===== config.mk =====
export PLATFORM = sky130hd
export DESIGN_NAME = dram_block_ctrl_flat
export DESIGN_NICKNAME = d
export VERILOG_FILES = /design/src/rtl/dram_blk_pkg.sv /design/src/rtl/dram_block_ctrl_if.sv /design/src/rtl/dram_block_ctrl.sv /design/src/flat_wrapper.sv
export SDC_FILE = /design/constraint.sdc
export NUM_CORES = 1
export LEC_CHECK = 0
export CAP_MARGIN = 20
export CORE_MARGIN = 2
export CORE_UTILIZATION = 44
export CTS_BUF_LIST = sky130_fd_sc_hd__clkbuf_8
export DETAILED_ROUTE_END_ITERATION = 7
export PLACE_DENSITY = 0.79
export SYNTH_ARGS = -nofsm -noshare
export SYNTH_HDL_FRONTEND = slang
export SYNTH_SLANG_ARGS = --single-unit

===== constraint.sdc =====
create_clock -name clk -period 5.23 [get_ports clk]
set_input_delay 1.046 -clock clk [delete_from_list [all_inputs] [get_ports clk]]
set_output_delay 1.046 -clock clk [all_outputs]
set_load 0.01 [all_outputs]

===== src/rtl/dram_blk_pkg.sv =====
// Shared types and constants for the DES block sequencer in front of the 64x8 dual-port DRAM.
// Byte 0 of a block is the MSB of the 64-bit word.
package dram_blk_pkg;
    localparam int ADDR_W    = 6;
    localparam int DATA_W    = 8;
    localparam int BLK_BYTES = 8;
    localparam int NUM_BLKS  = 8;
    localparam int BLK_IDX_W = 3;
    localparam int BLK_W     = BLK_BYTES * DATA_W;

    typedef enum logic [2:0] {
        IDLE  = 3'd0,
        WRITE = 3'd1,
        READ  = 3'd2,
        DRAIN = 3'd3,
        RESP  = 3'd4
    } state_t;

    function automatic logic [DATA_W-1:0] blk_byte(input logic [BLK_W-1:0] w, input logic [2:0] k);
        return w[63 - 8*k -: 8];
    endfunction

    function automatic logic [BLK_W-1:0] put_byte(input logic [BLK_W-1:0] w, input logic [2:0] k,
                                                  input logic [DATA_W-1:0] b);
        logic [BLK_W-1:0] r;
        r = w;
        r[63 - 8*k -: 8] = b;
        return r;
    endfunction
endpackage


===== src/rtl/dram_block_ctrl_if.sv =====
// Block request/response bus between a DES-side client (master) and the DRAM block sequencer (slave).
interface dram_block_ctrl_if;
    import dram_blk_pkg::*;

    // A transfer happens on a rising edge where valid and ready are both high; valid-side
    // signals must stay stable while valid is high and ready is low.
    logic                 req_valid;
    logic                 req_ready;
    logic                 req_wr;
    logic [BLK_IDX_W-1:0] req_blk;
    logic [BLK_W-1:0]     req_wdata;
    logic                 rsp_valid;
    logic                 rsp_ready;
    logic [BLK_W-1:0]     rsp_rdata;

    modport master (
        output req_valid, req_wr, req_blk, req_wdata, rsp_ready,
        input  req_ready, rsp_valid, rsp_rdata
    );

    modport slave (
        input  req_valid, req_wr, req_blk, req_wdata, rsp_ready,
        output req_ready, rsp_valid, rsp_rdata
    );
endinterface


===== src/rtl/dram_block_ctrl.sv =====
// Moves 64-bit blocks into/out of the dual-port DRAM, two bytes per beat (even byte on port 0,
// odd byte on port 1). All outputs are registered; reads capture one beat behind the address.
module dram_block_ctrl
    import dram_blk_pkg::*;
(
    input  logic                 clk,
    input  logic                 rst,
    dram_block_ctrl_if.slave     bus,
    output logic                 mem_en,
    output logic                 mem_wr0,
    output logic                 mem_wr1,
    output logic [ADDR_W-1:0]    mem_add0,
    output logic [ADDR_W-1:0]    mem_add1,
    output logic [DATA_W-1:0]    mem_data0_in,
    output logic [DATA_W-1:0]    mem_data1_in,
    input  logic [DATA_W-1:0]    mem_data0_out,
    input  logic [DATA_W-1:0]    mem_data1_out,
    output state_t               dbg_state
);

    state_t               state_q, state_d;
    logic [1:0]           beat_q, beat_d;
    logic [BLK_IDX_W-1:0] blk_q, blk_d;
    logic [BLK_W-1:0]     wdata_q, wdata_d;
    logic [BLK_W-1:0]     rdata_q, rdata_d;
    logic                 req_ready_q, req_ready_d;
    logic                 rsp_valid_q, rsp_valid_d;
    logic                 mem_en_q, mem_en_d;
    logic                 mem_wr_q, mem_wr_d;
    logic [ADDR_W-1:0]    add0_q, add0_d, add1_q, add1_d;
    logic [DATA_W-1:0]    wd0_q, wd0_d, wd1_q, wd1_d;
    logic [2:0]           rd_base;

    always_comb begin
        state_d = state_q;
        beat_d  = beat_q;
        blk_d   = blk_q;
        wdata_d = wdata_q;
        rdata_d = rdata_q;
        // Data arriving now belongs to the previous beat's address.
        rd_base = {beat_q - 2'd1, 1'b0};

        case (state_q)
            IDLE: begin
                if (bus.req_valid && req_ready_q) begin
                    blk_d   = bus.req_blk;
                    wdata_d = bus.req_wdata;
                    beat_d  = 2'd0;
                    state_d = bus.req_wr ? WRITE : READ;
                end
            end
            WRITE: begin
                beat_d = beat_q + 2'd1;
                if (beat_q == 2'd3) state_d = IDLE;
            end
            READ: begin
                if (beat_q != 2'd0) begin
                    rdata_d = put_byte(put_byte(rdata_q, rd_base, mem_data0_out),
                                       rd_base + 3'd1, mem_data1_out);
                end
                beat_d = beat_q + 2'd1;
                if (beat_q == 2'd3) state_d = DRAIN;
            end
            DRAIN: begin
                rdata_d = put_byte(put_byte(rdata_q, 3'd6, mem_data0_out), 3'd7, mem_data1_out);
                state_d = RESP;
            end
            RESP: begin
                if (bus.rsp_ready) state_d = IDLE;
            end
            default: state_d = IDLE;
        endcase

        // Outputs are precomputed from the next state so they line up with the beat they serve.
        req_ready_d = (state_d == IDLE);
        rsp_valid_d = (state_d == RESP);
        mem_en_d    = (state_d == WRITE) || (state_d == READ);
        mem_wr_d    = (state_d != WRITE);
        add0_d      = mem_en_d ? {blk_d, beat_d, 1'b0} : '0;
        add1_d      = mem_en_d ? {blk_d, beat_d, 1'b1} : '0;
        wd0_d       = (state_d == WRITE) ? blk_byte(wdata_d, {beat_d, 1'b0}) : '0;
        wd1_d       = (state_d == WRITE) ? blk_byte(wdata_d, {beat_d, 1'b1}) : '0;
    end

    always_ff @(posedge clk or posedge rst) begin
        if (rst) begin
            state_q     <= IDLE;
            beat_q      <= 2'd0;
            blk_q       <= '0;
            wdata_q     <= '0;
            rdata_q     <= '0;
            req_ready_q <= 1'b0;
            rsp_valid_q <= 1'b0;
            mem_en_q    <= 1'b0;
            mem_wr_q    <= 1'b1;
            add0_q      <= '0;
            add1_q      <= '0;
            wd0_q       <= '0;
            wd1_q       <= '0;
        end else begin
            state_q     <= state_d;
            beat_q      <= beat_d;
            blk_q       <= blk_d;
            wdata_q     <= wdata_d;
            rdata_q     <= rdata_d;
            req_ready_q <= req_ready_d;
            rsp_valid_q <= rsp_valid_d;
            mem_en_q    <= mem_en_d;
            mem_wr_q    <= mem_wr_d;
            add0_q      <= add0_d;
            add1_q      <= add1_d;
            wd0_q       <= wd0_d;
            wd1_q       <= wd1_d;
        end
    end

    assign bus.req_ready = req_ready_q;
    assign bus.rsp_valid = rsp_valid_q;
    assign bus.rsp_rdata = rdata_q;
    assign mem_en        = mem_en_q;
    assign mem_wr0       = mem_wr_q;
    assign mem_wr1       = mem_wr_q;
    assign mem_add0      = add0_q;
    assign mem_add1      = add1_q;
    assign mem_data0_in  = wd0_q;
    assign mem_data1_in  = wd1_q;
    assign dbg_state     = state_q;

endmodule


===== src/flat_wrapper.sv =====
// flat-port wrapper written by rule: the top's interface ports become plain ports
module dram_block_ctrl_flat import dram_blk_pkg::*;
  (clk, rst, mem_en, mem_wr0, mem_wr1, mem_add0, mem_add1, mem_data0_in, mem_data1_in, mem_data0_out, mem_data1_out, dbg_state, bus_req_valid, bus_req_wr, bus_req_blk, bus_req_wdata, bus_rsp_ready, bus_req_ready, bus_rsp_valid, bus_rsp_rdata);
  dram_block_ctrl_if bus_i ();
  input  logic clk;
  input  logic rst;
  output logic mem_en;
  output logic mem_wr0;
  output logic mem_wr1;
  output logic [ADDR_W-1:0] mem_add0;
  output logic [ADDR_W-1:0] mem_add1;
  output logic [DATA_W-1:0] mem_data0_in;
  output logic [DATA_W-1:0] mem_data1_in;
  input  logic [DATA_W-1:0] mem_data0_out;
  input  logic [DATA_W-1:0] mem_data1_out;
  output state_t dbg_state;
  input wire logic [$bits(bus_i.req_valid)-1:0] bus_req_valid;
  input wire logic [$bits(bus_i.req_wr)-1:0] bus_req_wr;
  input wire logic [$bits(bus_i.req_blk)-1:0] bus_req_blk;
  input wire logic [$bits(bus_i.req_wdata)-1:0] bus_req_wdata;
  input wire logic [$bits(bus_i.rsp_ready)-1:0] bus_rsp_ready;
  output wire logic [$bits(bus_i.req_ready)-1:0] bus_req_ready;
  output wire logic [$bits(bus_i.rsp_valid)-1:0] bus_rsp_valid;
  output wire logic [$bits(bus_i.rsp_rdata)-1:0] bus_rsp_rdata;
  assign bus_i.req_valid = bus_req_valid;
  assign bus_i.req_wr = bus_req_wr;
  assign bus_i.req_blk = bus_req_blk;
  assign bus_i.req_wdata = bus_req_wdata;
  assign bus_i.rsp_ready = bus_rsp_ready;
  assign bus_req_ready = bus_i.req_ready;
  assign bus_rsp_valid = bus_i.rsp_valid;
  assign bus_rsp_rdata = bus_i.rsp_rdata;
  dram_block_ctrl u_core (.clk(clk), .rst(rst), .bus(bus_i), .mem_en(mem_en), .mem_wr0(mem_wr0), .mem_wr1(mem_wr1), .mem_add0(mem_add0), .mem_add1(mem_add1), .mem_data0_in(mem_data0_in), .mem_data1_in(mem_data1_in), .mem_data0_out(mem_data0_out), .mem_data1_out(mem_data1_out), .dbg_state(dbg_state));
endmodule

==> results of run 1 <==
## critical path, cell delays in order
cell and delay [ns]:
clkdlybuf4s50_1 0.48, nand4_4 0.12, buf_4 0.65, mux2_2 0.43
mux2i_1 0.17, o22ai_1 0.12
## kinds of logic after synthesis
kind of cell    Yosys count  share of synthesized area
fa+ha+maj                 4                    0.00774
compound gates           80                     0.0952
mux                     115                      0.194
other cells               1                   0.000580
simple gates             36                     0.0387
flops                   161                      0.623
buf+inv                  40                     0.0406
## stage by stage
stage	total power (W)	setup slack, ns
3_5_place_dp	0.00443	1.97
4_1_cts	0.00532	2.43
2_1_floorplan	0.00355	2.14
6_report	0.00528	2.44
5_1_grt	0.00558	2.32
3_3_place_gp	0.00433	2.03
## power by group
part	internal [W]	leakage (nW)	switching, W
clock	0.000440	0.199	0.000439
combinational	0.00130	1.56	0.00107
sequential	0.00178	2.04	0.000248
## metal layers
layer  up-vias  wire (um)
li1       1928          -
met1      2248       6470
met2       158       7940
met3        39        714
met4         0        591
met5         -          0
## cell usage in the layout (no fill, tap or decap), drive strengths merged, types with 2 or more instances in the layout
master,instances
o21ai,6
nor2,7
mux2,83
nand4,2
bufinv,2
a21oi,3
and2,3
clkinvlp,4
clkdlybuf4s50,186
mux2i,32
a31oi,2
o22ai,17
a22o,48
nand2b,3
clkbuf,19
nor2b,5
ha,4
nand2,7
nand3,2
clkinv,6
o31ai,2
nor3,4
buf,4
dfrtp,160
inv,9
## final cells by class
type,count,area (um2),share of cell area
tap,184,230,0.0263
timing repair buffer,190,1900,0.217
multi-input combinational,236,2180,0.249
sequential,161,4030,0.460
clock inverter,13,120,0.0137
clock buffer,19,262,0.0298
inverter,8,33.8,0.00385
antenna,1,2.50,0.000285
## sequential cells by signal, indices dropped and copies added, names as in the netlist, 2 cells and up
name and cells:
u_core.mem_data0_in 8, u_core.mem_add1 5, u_core.mem_data1_in 8, u_core.beat_q 2, u_core.wdata_q 64, u_core.blk_q 3
u_core.bus.rsp_rdata 64, u_core.dbg_state 3
## worst max-delay path by stage
stage,end,from,cells past startpoint
finish,u_core.mem_data1_in[5]$_DFF_PP0_,bus_req_valid,6
global route,u_core.mem_data1_in[7]$_DFF_PP0_,bus_req_valid,6
CTS,dbg_state[0],u_core.dbg_state[0]$_DFF_PP0_,1
detailed placement,u_core.mem_data1_in[7]$_DFF_PP0_,bus_req_valid,6
global placement,u_core.mem_data0_in[3]$_DFF_PP0_,bus_req_valid,6
floorplan,u_core.beat_q[0]$_DFF_PP0_,rst,1
==> results.sh, run 1 <==
export IMPL_status="complete, no violations"
export IMPL_wl_per_cell_um=19.4
export IMPL_synth_main_ff_cell="dfrtp_1"
export IMPL_cts_tree="built"
export IMPL_path_max_fanout=67
export IMPL_yosys_area_top_type="dfrtp_1"
export IMPL_r2r_cells=8
export IMPL_clkTransAtPathRegs_ns=0.08
export IMPL_start_util=0.448
export IMPL_use_met3=0.0432
export IMPL_synth_seq_cells=161
export IMPL_finalClockSkew_ns=0.0116
export IMPL_vdd_drop_max_mv=0.315
export IMPL_cp_end_kind="flop"
export IMPL_area_delta_synth_final_pct=35.5
export IMPL_num_rows=44
export IMPL_dr_first_iter_drc_count=339
export IMPL_p_leak_nw=3.80
export IMPL_r2r_end="u_core.mem_data0_in[5]$_DFF_PP0_"
export IMPL_grt_max_degree=111
export IMPL_finalNonFillerCells=812
export IMPL_grtUsageMet2=0.332
export IMPL_yosysSeqAreaShare=0.623
export IMPL_setup_viol=0
export IMPL_grt_total_usage=0.203
export IMPL_htreeDepth=4
export IMPL_clock_path_buffers=2
export IMPL_period_share=0.534
export IMPL_num_vias=4373
export IMPL_vias_per_cell=5.39
export IMPL_critPathLaunchType="input pin"
export IMPL_coreArea_um2=14400
export IMPL_antenna_found_initial=1
export IMPL_dp_final_hpwl_um=10700
export IMPL_dieArea_um2=15700
export IMPL_cts_setup_buffers=0
export IMPL_async_reset_ff_frac=1.00
export IMPL_place_area_um2=8380
export IMPL_hp_class="flop to flop"
export IMPL_clockRootBuffer="clkbuf_8"
export IMPL_first_pass_iters=4
export IMPL_gp_congestion=0.813
export IMPL_arrival_ns=3.07
export IMPL_design_area_um2=8770
export IMPL_dieHeight_um=125
export IMPL_r2r_start="u_core.beat_q[0]$_DFF_PP0_"
export IMPL_grt_first_pass_wirelength_um=24800
export IMPL_yosysMostFrequentCell="dfrtp_1"
export IMPL_clock_sinks=161
export IMPL_maxCapViolCount=0
export IMPL_relSlewSlack=0.381
export IMPL_grt_ovfl_total=0
export IMPL_cts_hold_buffers_added=0
export IMPL_fmax_mhz=358
export IMPL_top_usage_layer="met2"
export IMPL_syn_inst=437
export IMPL_worstPathRequired_ns=5.50
export IMPL_mappedNetlistArea_um2=6470
export IMPL_insertion_delay_ns=0.45
export IMPL_hold_viol=0
export IMPL_drc=0
export IMPL_p_per_area_nw_per_um2=602
export IMPL_place_inst=779
export IMPL_cts_resized=0
export IMPL_tightest_slew_ns=0.929
export IMPL_yosysTopAreaCellShare=0.619
export IMPL_num_nets_final=706
export IMPL_grt_pass1_vias=4582
export IMPL_drv_slew=0
export IMPL_fin_crit_ns=2.79
export IMPL_nFillCells=1158
export IMPL_finalCoreUtilization=0.608
export IMPL_hold_end="u_core.blk_q[2]$_DFF_PP0_"
export IMPL_drt_wl_total_um=15700
export IMPL_fp_dieW_um=125
export IMPL_rrSetupSlack_ns=2.50
export IMPL_synthTopCellsByCount="dfrtp_1, mux2_2, a22o_1, mux2i_1, o22ai_1"
export IMPL_top_level_ports=188
export IMPL_port_buffers=186
export IMPL_drive_gt1_frac=0.199
export IMPL_rsz0062_at_grt="no"
export IMPL_hp_start="u_core.blk_q[2]$_DFF_PP0_"
export IMPL_postRouteAntennaNets=0
export IMPL_yosysWarnings=0
export IMPL_synthTopCellsByArea="dfrtp_1, mux2_2, a22o_1, mux2i_1, o22ai_1"
export IMPL_use_met1=0.259
export IMPL_synth_edf_count=0
export IMPL_cts_made_buffers=17
export IMPL_crit_type="input pin to flop"
export IMPL_timing_hold_ws_ns=0.491
export IMPL_fin_setup_tns_ns=0
export IMPL_yosysUniqueCellTypes=37
export IMPL_syn_num_nets=529
export IMPL_hold_depth=1
export IMPL_avgSynthCellArea_um2=14.8
Power figures use the tool's default switching activity.
==> inputs of run 2 (changes only) <==
==> constraint.sdc (replaced) <==
create_clock -name clk -period 2.48 [get_ports clk]
set_input_delay 0.496 -clock clk [delete_from_list [all_inputs] [get_ports clk]]
set_output_delay 0.496 -clock clk [all_outputs]
set_load 0.01 [all_outputs]
==> run 2 against run 1 <==
Against the previous run: core utilization increased by 1.1 points; clock-buffer cell count is 1 higher; clock skew up 0.0020 ns; largest cell class unchanged; power grew 120%; via count decreased by 0.55%; routed wire length is 2.1% lower; first-iteration DRC count down 29%; sequential power is 110% higher; sequential share of layout area shrank 0.84 points.
==> results.sh, run 2 (same netlist as run 1, synthesis figures left out) <==
export IMPL_status="complete, no violations"
export IMPL_cts_tree="built"
export IMPL_finalCoreUtilization=0.619
export IMPL_p_per_area_nw_per_um2=1280
export IMPL_dr_first_iter_drc_count=239
export IMPL_grt_pass1_vias=4643
export IMPL_grtUsageMet2=0.333
export IMPL_clock_sinks=161
export IMPL_cp_end_kind="output pin"
export IMPL_fmax_mhz=449
export IMPL_hold_viol=0
export IMPL_rrSetupSlack_ns=0.33
export IMPL_cts_made_buffers=17
export IMPL_critPathLaunchType="flop"
export IMPL_port_buffers=186
export IMPL_fin_crit_ns=2.23
export IMPL_fp_dieW_um=125
export IMPL_start_util=0.448
export IMPL_wl_per_cell_um=18.7
export IMPL_dieArea_um2=15700
export IMPL_relSlewSlack=0.604
export IMPL_rsz0062_at_grt="no"
export IMPL_insertion_delay_ns=0.45
export IMPL_coreArea_um2=14400
export IMPL_clock_path_buffers=2
export IMPL_drv_slew=0
export IMPL_num_nets_final=719
export IMPL_dp_final_hpwl_um=11000
export IMPL_vias_per_cell=5.28
export IMPL_worstPathRequired_ns=1.98
export IMPL_dieHeight_um=125
export IMPL_crit_chain="clkdlybuf4s50_1"
export IMPL_use_met1=0.254
export IMPL_postRouteAntennaNets=0
export IMPL_setup_viol=0
export IMPL_grt_first_pass_wirelength_um=24800
export IMPL_cts_resized=0
export IMPL_crit_type="flop to output pin"
export IMPL_area_delta_synth_final_pct=38.1
export IMPL_drt_wl_total_um=15400
export IMPL_r2r_cells=6
export IMPL_clkTransAtPathRegs_ns=0.08
export IMPL_r2r_start="u_core.dbg_state[1]$_DFF_PP0_"
export IMPL_num_rows=44
export IMPL_top_usage_layer="met2"
export IMPL_antenna_found_initial=1
export IMPL_gp_congestion=0.850
export IMPL_cp_top_family="flip-flops"
export IMPL_first_pass_iters=6
export IMPL_top_level_ports=188
export IMPL_arrival_ns=1.73
export IMPL_cts_setup_buffers=0
export IMPL_final_cell_mix="clkdlybuf4s50_1, dfrtp_1, mux2_2"
export IMPL_finalClockSkew_ns=0.0136
export IMPL_path_max_fanout=15
export IMPL_slowest_delay_ns=0.66
export IMPL_num_vias=4349
export IMPL_hp_class="input pin to async pin"
export IMPL_maxCapViolCount=0
export IMPL_period_share=0.898
export IMPL_tightest_slew_ns=0.594
export IMPL_htreeDepth=4
export IMPL_grt_ovfl_total=0
export IMPL_layout_commonest_cell="clkdlybuf4s50_1"
export IMPL_cts_hold_buffers_added=0
export IMPL_nFillCells=1129
export IMPL_grt_max_degree=114
export IMPL_clockRootBuffer="clkbuf_8"
export IMPL_crit_path_top_delay_cell="dfrtp_1"
export IMPL_grt_total_usage=0.203
export IMPL_drc=0
export IMPL_use_met3=0.0419
export IMPL_drive_gt1_frac=0.216
export IMPL_r2r_end="u_core.bus.rsp_rdata[40]$_DFFE_PP0P_"
export IMPL_vdd_drop_max_mv=0.672
export IMPL_timing_critical_path_buf_inv=1
export IMPL_p_leak_nw=3.87
export IMPL_timing_hold_ws_ns=0.274
run 2: cell count changes in the layout (fill, tap and decap cells not counted):
cell / previous run / this run
clkinvlp_4: 4 / 5
buf_12: 1 / 4
clkbuf_8: 19 / 20
buf_4: 3 / 13
bufinv_16: 2 / 3
clkinv_2: 6 / 3
inv_1: 7 / 5
run 2: final cells by class:
type	instances	area, um2	share of cell area
sequential	161	4030	0.451
multi-input combinational	236	2180	0.245
timing repair buffer	203	2040	0.228
clock buffer	20	275	0.0308
tap	184	230	0.0258
clock inverter	10	135	0.0151
inverter	8	33.8	0.00378
antenna	1	2.50	0.000280
run 2: how the worst max path moves through the flow:
stage | startpoint | end | slack (ns) | depth (start not counted)
finish | u_core.dbg_state[0]$_DFF_PP0_ | dbg_state[0] | 0.25 | 1
global placement | bus_req_valid | u_core.mem_data1_in[2]$_DFF_PP0_ | 0.19 | 7
detailed placement | bus_req_valid | u_core.mem_data1_in[2]$_DFF_PP0_ | 0.15 | 7
CTS | u_core.dbg_state[0]$_DFF_PP0_ | dbg_state[0] | 0.19 | 1
floorplan | rst | u_core.beat_q[0]$_DFF_PP0_ | -0.06 | 1
global route | u_core.dbg_state[0]$_DFF_PP0_ | dbg_state[0] | 0.13 | 1
run 2: where the power goes:
part | switching, W | leakage (nW) | internal [W]
Combinational | 0.00228 | 1.64 | 0.00289
Sequential | 0.000513 | 2.04 | 0.00376
Clock | 0.000901 | 0.199 | 0.00106
run 2: metal layers:
| layer | part of all wire | up-vias | wire, um |
|---|---|---|---|
| li1 | - | 1967 | - |
| met1 | 0.40 | 2209 | 6210 |
| met2 | 0.51 | 138 | 7900 |
| met3 | 0.045 | 35 | 692 |
| met4 | 0.038 | 0 | 587 |
| met5 | 0 | - | 0 |
run 2: per-stage QoR:
step,TNS [ns],instances,power [W],area [um2],worst slack (ns)
after CTS,0,822,0.0115,8930,0.191
after floorplan,-9.28,437,0.00749,6470,-0.0580
final,0,823,0.0114,8930,0.252
after detailed placement,0,792,0.00954,8520,0.150
after global routing,0,823,0.0121,8930,0.130
after global placement,0,792,0.00931,8520,0.194
==> inputs of run 3 (changes only) <==
--- a/config.mk
+++ b/config.mk
@@ -10,7 +10,8 @@
 export CORE_UTILIZATION = 44
 export CTS_BUF_LIST = sky130_fd_sc_hd__clkbuf_8
 export DETAILED_ROUTE_END_ITERATION = 7
-export PLACE_DENSITY = 0.79
+export MAX_ROUTING_LAYER = met4
+export PLACE_DENSITY = 0.78
 export SYNTH_ARGS = -nofsm -noshare
 export SYNTH_HDL_FRONTEND = slang
 export SYNTH_SLANG_ARGS = --single-unit
==> run 3 against run 2 <==
Against the previous run: sequential cell count stayed put; clock skew down 0.0026 ns; routed wire length grew 3.7%; sequential power about the same; sequential share of layout area down 0.069 points.
==> results.sh, run 3 (same netlist as run 1, synthesis figures left out) <==
export IMPL_dieArea_um2=15700
export IMPL_cp_end_kind="flop"
export IMPL_cts_setup_buffers=0
export IMPL_cts_hold_buffers_added=0
export IMPL_drc=0
export IMPL_gp_congestion=0.845
export IMPL_cts_tree="built"
export IMPL_path_max_fanout=24
export IMPL_arrival_ns=2.56
export IMPL_use_met3=0.0458
export IMPL_rsz0062_at_grt="no"
export IMPL_cts_resized=0
export IMPL_dp_final_hpwl_um=11200
export IMPL_p_leak_nw=3.91
export IMPL_nFillCells=1114
export IMPL_port_buffers=186
export IMPL_hold_viol=0
export IMPL_finalClockSkew_ns=0.0110
export IMPL_antenna_cells=0
export IMPL_coreArea_um2=14400
export IMPL_grt_pass1_vias=4570
export IMPL_grt_max_degree=50
export IMPL_top_level_ports=188
export IMPL_relSlewSlack=0.565
export IMPL_use_met1=0.278
export IMPL_start_util=0.448
export IMPL_num_nets_final=721
export IMPL_setup_ws_ns=0.241
export IMPL_drt_wl_total_um=16000
export IMPL_first_pass_iters=4
export IMPL_grt_ovfl_total=0
export IMPL_dr_first_iter_drc_count=204
export IMPL_final_cell_mix="clkdlybuf4s50_1, dfrtp_1, mux2_2"
export IMPL_num_rows=44
export IMPL_place_area_um2=8560
export IMPL_status="complete, no violations"
export IMPL_vdd_drop_max_mv=0.591
export IMPL_clock_sinks=161
export IMPL_clkTransAtPathRegs_ns=0.08
export IMPL_insertion_delay_ns=0.45
export IMPL_worstPathRequired_ns=2.80
export IMPL_num_vias=4383
export IMPL_hp_class="input pin to async pin"
export IMPL_antenna_found_initial=0
export IMPL_wl_per_cell_um=19.3
export IMPL_period_share=0.903
export IMPL_fmax_mhz=447
export IMPL_cts_made_buffers=17
export IMPL_postRouteAntennaNets=0
export IMPL_vias_per_cell=5.31
export IMPL_crit_type="flop to flop"
export IMPL_clock_path_buffers=2
export IMPL_top_usage_layer="met2"
export IMPL_power_total_w=0.0114
export IMPL_setup_viol=0
export IMPL_htreeDepth=4
export IMPL_critPathLaunchType="flop"
export IMPL_grtUsageMet2=0.334
export IMPL_detailedPlace_worstSlack_ns=0.168
export IMPL_grt_first_pass_wirelength_um=25600
export IMPL_fp_dieW_um=125
export IMPL_area_delta_synth_final_pct=38.3
export IMPL_finalCoreUtilization=0.620
export IMPL_design_area_um2=8940
export IMPL_drive_gt1_frac=0.210
export IMPL_layout_commonest_cell="clkdlybuf4s50_1"
export IMPL_clockRootBuffer="clkbuf_8"
export IMPL_p_per_area_nw_per_um2=1270
export IMPL_tightest_slew_ns=0.650
export IMPL_fin_setup_tns_ns=0
export IMPL_maxCapViolCount=0
export IMPL_drv_slew=0
export IMPL_grt_total_usage=0.215
export IMPL_fin_crit_ns=2.24
export IMPL_dieHeight_um=125
run 3: changes by cell type in the layout (fill, tap and decap cells not counted):
cell        delta
diode_2        -1
inv_1          +7
buf_12         +2
clkbuf_8       -2
clkinvlp_4     -3
run 3: report_power, final:
| group | internal (W) | switching (W) | total (W) |
|---|---|---|---|
| registers | 0.00376 | 0.000485 | 0.00425 |
| clock network | 0.000991 | 0.000905 | 0.00190 |
| logic | 0.00291 | 0.00235 | 0.00526 |
run 3: final cells by class:
type / count / area [um2] / area share
multi-input cells: 236 / 2180 / 0.244
clock inverters: 14 / 139 / 0.0155
well taps: 184 / 230 / 0.0257
repair buffers: 205 / 2080 / 0.233
clock buffers: 18 / 248 / 0.0277
flip-flops and latches: 161 / 4030 / 0.451
inverters: 8 / 33.8 / 0.00378
run 3: stage by stage:
stage / hold slack (ns) / instances
2_1_floorplan: 0.460 / 437
3_3_place_gp: 0.473 / 794
3_5_place_dp: 0.477 / 794
4_1_cts: 0.491 / 826
5_1_grt: 0.505 / 826
6_report: 0.491 / 826
run 3: worst paths after layout:
| path | startpoint | to | slack (ns) | cells after the start |
|---|---|---|---|---|
| min | rst | u_core.bus.rsp_rdata[45]$_DFFE_PP0P_ | 0.49 | 2 |
| min in group clk | u_core.blk_q[0]$_DFF_PP0_ | u_core.blk_q[0]$_DFF_PP0_ | 0.50 | 1 |
| max in group asynchronous | rst | u_core.bus.rsp_rdata[39]$_DFFE_PP0P_ | 1.31 | 3 |
| min reg2reg | u_core.blk_q[0]$_DFF_PP0_ | u_core.blk_q[0]$_DFF_PP0_ | 0.50 | 1 |
| max reg2reg | u_core.beat_q[1]$_DFF_PP0_ | u_core.mem_data0_in[1]$_DFF_PP0_ | 0.24 | 8 |
| max | u_core.beat_q[1]$_DFF_PP0_ | u_core.mem_data0_in[1]$_DFF_PP0_ | 0.24 | 8 |
run 3: critical path, cell delays in order (launching register included):
cell	delay (ns)
dfrtp_1	0.44
inv_1	0.09
ha_1	0.42
and3b_1	0.20
a31oi_1	0.04
o211ai_1	0.32
buf_12	0.26
mux2i_1	0.23
o22ai_1	0.10
run 3: per-layer routing:
layer	wire (um)	up-vias
li1	-	1968
met1	6790	2247
met2	8050	138
met3	681	30
met4	439	0
met5	0	-
